<file path="config.mk">
export PLATFORM = sky130hd
export DESIGN_NAME = reg_array_mp
export DESIGN_NICKNAME = d
export VERILOG_FILES = /design/src/rtl/reg_array_mp.sv
export SDC_FILE = /design/constraint.sdc
export NUM_CORES = 2
export LEC_CHECK = 0
export BUFFER_PORTS_ARGS = -buffer_cell sky130_fd_sc_hd__clkbuf_2
export CAP_MARGIN = 15
export CORE_MARGIN = 10
export CORE_UTILIZATION = 40
export DETAILED_ROUTE_END_ITERATION = 8
export HOLD_SLACK_MARGIN = 0.08
export PLACE_DENSITY = 0.66
export SYNTH_ARGS = -nofsm -noshare
export SYNTH_HDL_FRONTEND = slang
export SYNTH_SLANG_ARGS = --single-unit
</file>
<file path="constraint.sdc">
create_clock -name clock -period 2.85 [get_ports clock]
set_input_delay 0.4275 -clock clock [delete_from_list [all_inputs] [get_ports clock]]
set_output_delay 0.4275 -clock clock [all_outputs]
set_load 0.005 [all_outputs]
</file>
<file path="src/rtl/reg_array_mp.sv">
// Multi-read-port register array with a registered write path, read bypass and a self-timed clear.
// Latency: write lands in the array 2 edges after input; read data is combinational from the registered read address.
// Backpressure: pause holds the write-capture and read-address registers; the clear sequence runs regardless of pause.
module reg_array_mp #(
  parameter int DW       = 32,
  parameter int AW       = 5,
  parameter int NRD      = 2,
  parameter int ZERO_REG = 1
) (
  input  logic              clock,
  input  logic              rst,
  input  logic              pause,
  input  logic              clr_req,
  input  logic [NRD-1:0]    rd_clk_cls,
  input  logic              wren,
  input  logic [AW-1:0]     wraddress,
  input  logic [DW-1:0]     data,
  input  logic [NRD*AW-1:0] rdaddress,
  output logic [NRD*DW-1:0] q,
  output logic              busy
);

  localparam int DEPTH = 2 ** AW;

  typedef enum logic {IDLE, CLEAR} state_t;

  state_t          state;
  state_t          state_nxt;
  logic [AW-1:0]   clr_cnt;
  logic [AW-1:0]   clr_cnt_nxt;

  logic            r_wren;
  logic [AW-1:0]   r_wraddr;
  logic [DW-1:0]   r_data;
  logic [AW-1:0]   r_rdaddr [NRD];

  logic [DW-1:0]   bank [DEPTH];

  // Clear FSM state and counter registers; reset restarts the clear from entry 0.
  always_ff @(posedge clock) begin
    if (rst) begin
      state   <= CLEAR;
      clr_cnt <= '0;
    end else begin
      state   <= state_nxt;
      clr_cnt <= clr_cnt_nxt;
    end
  end

  // Next-state logic: one entry cleared per edge, exit after the last entry; the counter wraps to 0 on exit.
  always_comb begin
    state_nxt   = state;
    clr_cnt_nxt = clr_cnt;
    case (state)
      IDLE: begin
        if (clr_req) begin
          state_nxt   = CLEAR;
          clr_cnt_nxt = '0;
        end
      end
      CLEAR: begin
        clr_cnt_nxt = clr_cnt + 1'b1;
        if (&clr_cnt) begin
          state_nxt = IDLE;
        end
      end
      default: begin
        state_nxt   = IDLE;
        clr_cnt_nxt = '0;
      end
    endcase
  end

  // busy comes straight from the state flop, so it is glitch-free.
  assign busy = (state == CLEAR);

  // Write capture: held by pause, and the enable is forced off while clearing so incoming writes are dropped.
  always_ff @(posedge clock) begin
    if (rst) begin
      r_wren   <= 1'b0;
      r_wraddr <= '0;
      r_data   <= '0;
    end else if (state == CLEAR) begin
      r_wren   <= 1'b0;
    end else if (!pause) begin
      r_wren   <= wren;
      r_wraddr <= wraddress;
      r_data   <= data;
    end
  end

  // Array update: pending commit first, clear write last so a clear of the same entry wins.
  always_ff @(posedge clock) begin
    if (r_wren) begin
      bank[r_wraddr] <= r_data;
    end
    if (!rst && (state == CLEAR)) begin
      bank[clr_cnt] <= '0;
    end
  end

  // Per-port read-address registers, each independently holdable.
  always_ff @(posedge clock) begin
    for (int i = 0; i < NRD; i++) begin
      if (rst) begin
        r_rdaddr[i] <= '0;
      end else if (!pause && !rd_clk_cls[i]) begin
        r_rdaddr[i] <= rdaddress[i*AW +: AW];
      end
    end
  end

  // Read mux per port: clearing forces zero, then the zero register, then bypass of the pending write, then the array.
  always_comb begin
    q = '0;
    for (int i = 0; i < NRD; i++) begin
      if (busy) begin
        q[i*DW +: DW] = '0;
      end else if ((ZERO_REG != 0) && (r_rdaddr[i] == '0)) begin
        q[i*DW +: DW] = '0;
      end else if (r_wren && (r_wraddr == r_rdaddr[i])) begin
        q[i*DW +: DW] = r_data;
      end else begin
        q[i*DW +: DW] = bank[r_rdaddr[i]];
      end
    end
  end

endmodule

</file>
After elaboration in Yosys (flattened, before gate mapping)
Memory sizes are Yosys's and may differ from the RTL's. Cells that the tools add are included.

Register bits after elaboration: 44. RAM bits: 1034. Input port bits: 54. Output and inout port bits: 65. Logic and storage cells: 54. Memories kept: 2.

Add/sub/neg operators: 1. Equality and inequality tests: 3. Multiplexer cells: 25. Bitwise operators: 4. Reductions and logical operators: 14.

Memories: bank (words 32, bits a word 32, rd ports 2, clocked after memory_dff 0, wr ports 2, line 37) `logic [DW-1:0] bank [DEPTH];`; r_rdaddr (words 2, bits a word 5, rd ports 2, clocked after memory_dff 0, wr ports 2, line 35) `logic [AW-1:0] r_rdaddr [NRD];`.

Operators with widths (count): $mux 32 (6); $mux 5 (3); $mux 1 (14); $eq 5x5->1 (2); $logic_not 5->1 (2); $pmux 5 s2 (1); $add 5x1->5 const B (1); $logic_and 1x1->1 (5); $reduce_and 5->1 (1); $logic_not 1->1 (4); $ne 2x2->1 const B (1); $not 1->1 (2); $or 1x1->1 (2); $pmux 1 s2 (1); $reduce_and 2->1 (1); $reduce_or 2->1 (1).

Longest topological paths before layout
Word-level depth: 6. Depth in mapped cells: 10. Gate-level depth less buffers: 5.

Least setup slack after synthesis
No wires, ideal clock.

Path kind: register to output. From: mem r_rdaddr[1][0]. To: out q[36]. Arrival: 1.938 ns. Data required time: 2.423 ns. Slack: 0.485 ns. Stages on the path, launching flop included: 8. Path buffers: 3. Cells stage by stage: edfxtp_1 > buf_6 > buf_2 > buf_6 > mux4_2 > a211oi_1 > nor3_1 > o221a_2.

RTL lines: start, declared (line 35); end, declared (line 19) `output logic [NRD*DW-1:0] q,`.

==> flow_summary.toml <==
[clocking]
clkTransAtPathRegs_ns = 0.06
cts.sinks = 1078
clk_path_buf_depth = 3
htree_num_levels = 3
cts_buffers = 111
cts_root_buf = "clkbuf_16"
cts_tree = "yes"
clock_latency_ns = 0.79

[timing]
setup_violations = 64
maxSlewHeadroom_pct = 27.7
tightest_slew_ns = 1.08
slew_violations = 0
fin_crit_sh_pct = 135
hold_viol = 0
timing.fmax_ghz = 0.259
worst_slack_ns = -1.00
rsz0062_at_grt = "yes"
min_period_ns = 3.85
tns_ns = -55.11
clock_skew_ns = 0.0380

[drt]
ant_nets = 0
drt_iter0_markers = 8377
drt-vias-per-instance = 6.43
wl_per_cell_um = 29.4
dr_total_vias = 56200
dr.pass1.iters = 9
drc = 10
routed_wl_um = 257000

[pwr]
powerDensity_nw_per_um2 = 582
ir_drop_mv = 0.609
power.total_mw = 40.2
seq_power_share_pct = 42.2
switchingPower_mw = 11.7
swShare_pct = 29.0
power_frac_clock_pct = 39.4
p_leak_nw = 29.4
comb_power_share_pct = 18.4
p_int_mw = 28.6

[logic_synthesis]
syn_area_per_cell_um2 = 8.41
syn_area_um2 = 55200
async_flop_share_pct = 0
ys_types = 46
ys.flop_type = "dfxtp_1"
synth.area.top_cells = "dfxtp_1, nand2_1, mux4_2"
syn_nets = 6627
ys_ff_latch = 1078
yosysMostFrequentCell = "nand2_1"
seq_area_frac_synth_pct = 39.3
synth_warnings = 0
synth-edff-count = 10
netlist_top_cells_count = "nand2_1, a21oi_1, dfxtp_1"
synth.top_cell.area_share_pct = 38.7
synth_cells = 6568
synth_top_area_cell = "dfxtp_1"

[critical_path]
critPathKind = "reg2out"
endpoint = "q[19]"
startpoint = "r_rdaddr[0][0]"
critPathRequiredTime_ns = 2.42
end_kind = "output port"
r2r_cells = 4
cp-start-kind = "flop"
r2r-end = "bank[20][16]"
path_max_fanout = 12
r2r-start = "clr_cnt[2]"
rrSetupSlack_ns = 0.49
worstPathArrival_ns = 3.43

[global_routing]
grt_remaining_overflow = 0
grt_start_max_net_pins = 49
grt_usage_pct = 32.0
grt_pass1_wl_um = 364000
grt_pass1_vias = 52800
antenna_found_initial = 10

[job]
maxCapViolations = 0

[die]
core_area_um2 = 137000
die_h_um = 392
std_cell_rows = 136
initial_core_util_pct = 40.2
ios = 119
die_w_um = 392
dieArea_um2 = 153000

[place]
dp_hpwl_um = 155000
port_buffers = 118
place_congestion = 0.970
place_ws_ns = -0.749

[hold_path]
min_path_cells = 2
hp-class = "in2reg"
min_from = "rdaddress[8]"

[final_layout]
area_growth_pct = 25.1
nets = 6909
fillers = 12200
drive_gt1_share_pct = 24.1

[run_status]
failed_checks = "design-rule violations, negative setup slack"
status = "complete, but fails checks"
-- layout by cell type (no fill, tap or decap), types with 23 or more instances in the layout --
cell,instances
dlygate4sd3_1,45
mux2i_1,437
a211oi_4,23
dfxtp_1,1060
o221a_4,33
o22ai_1,167
a21oi_1,1078
clkbuf_16,115
buf_4,462
o211ai_1,35
o21ai_0,35
clkinv_2,25
nor2_2,48
clkbuf_8,27
o221a_2,26
nor2b_1,51
buf_6,74
nand2_1,2166
nor3_2,23
clkbuf_2,107
mux4_2,314
nor3_1,25
buf_12,120
a211oi_2,30
-- worst min path at each step --
stage                     end  slack, ns
6_report       r_rdaddr[1][3]       0.12
5_1_grt        r_rdaddr[1][3]       0.08
4_1_cts        r_rdaddr[0][2]       0.08
3_5_place_dp      bank[2][31]       0.46
3_3_place_gp     bank[21][30]       0.45
2_1_floorplan    bank[20][14]       0.44
-- metal layers --
| layer | global-route usage, % | share of wire (%) |
|---|---|---|
| met5 | 0.470 | 0.069 |
| met1 | 39.4 | 35 |
| met3 | 14.1 | 17 |
| met2 | 44.8 | 40 |
| met4 | 21.1 | 7.7 |
-- metrics by stage --
stage | instance area, um^2 | hold slack (ns) | util (%) | std cells
3_3_place_gp | 60900 | 0.448 | 44.4 | 8373
4_1_cts | 68000 | 0.0830 | 49.5 | 8695
6_report | 69100 | 0.119 | 50.3 | 8742
3_5_place_dp | 60900 | 0.457 | 44.4 | 8373
2_1_floorplan | 55200 | 0.441 | - | 6568
5_1_grt | 69100 | 0.0814 | 50.3 | 8738
-- worst max-delay path: stages, from the launching register on --
cell and delay, ns:
edfxtp_1 0.46, buf_8 0.20, buf_12 0.15, buf_16 0.16, mux4_2 0.35, mux2i_1 0.07
o211ai_1 0.72, o221a_2 0.39, clkbuf_2 0.14
-- power groups by stage --
stage | Clock, mW | Sequential, mW | Combinational [mW]
floorplan | 0 | 17.0 | 3.52
global placement | 0 | 17.2 | 5.84
detailed placement | 0 | 17.2 | 5.94
CTS | 15.7 | 16.9 | 6.76
global route | 16.4 | 17.1 | 7.60
finish | 15.8 | 17.0 | 7.40
-- registers in the layout, summed over array words and instances, names as in the netlist --
register / flops
bank: 1024
r_data: 32
r_rdaddr: 10
clr_cnt: 5
r_wraddr: 5
busy: 1
r_wren: 1
-- cell families (layout without fill, tap and decap cells) --
kind of cell / count (synthesis) / after routing / share of synthesized area [%]
adder cells (fa/ha/maj): 5 / 5 / 0.113
AND/OR/NAND/NOR: 2468 / 2468 / 17.6
AO/OA/AOI/OAI: 1531 / 1531 / 15.7
XOR/XNOR: 10 / 10 / 0.159
buffers and inverters: 681 / 1057 / 5.45
other: 0 / 4 / 0
multiplexers: 795 / 795 / 21.7
flip-flops: 1078 / 1078 / 39.3
-- repair_timing --
action | CTS | global route
cloned | 15 | 2
endpoints found under the setup margin | 64 | 64
hold endpoints to repair | 45 | 1
pin swaps | 97 | 81
gates resized for setup | 375 | 174
buffers inserted | 65 | 51
hold buffers | 44 | 1
-- layout make-up --
cell class	count	area (um^2)	area share, %
Antenna cell	4	10.0	0.0145
Clock buffer	160	3270	4.74
Clock inverter	47	631	0.913
Inverter	3	11.3	0.0163
Multi-Input combinational cell	4809	32700	47.3
Sequential cell	1078	21700	31.4
Tap cell	1794	2240	3.25
Timing Repair Buffer	847	8530	12.3
(Power assumes the default switching activity.)
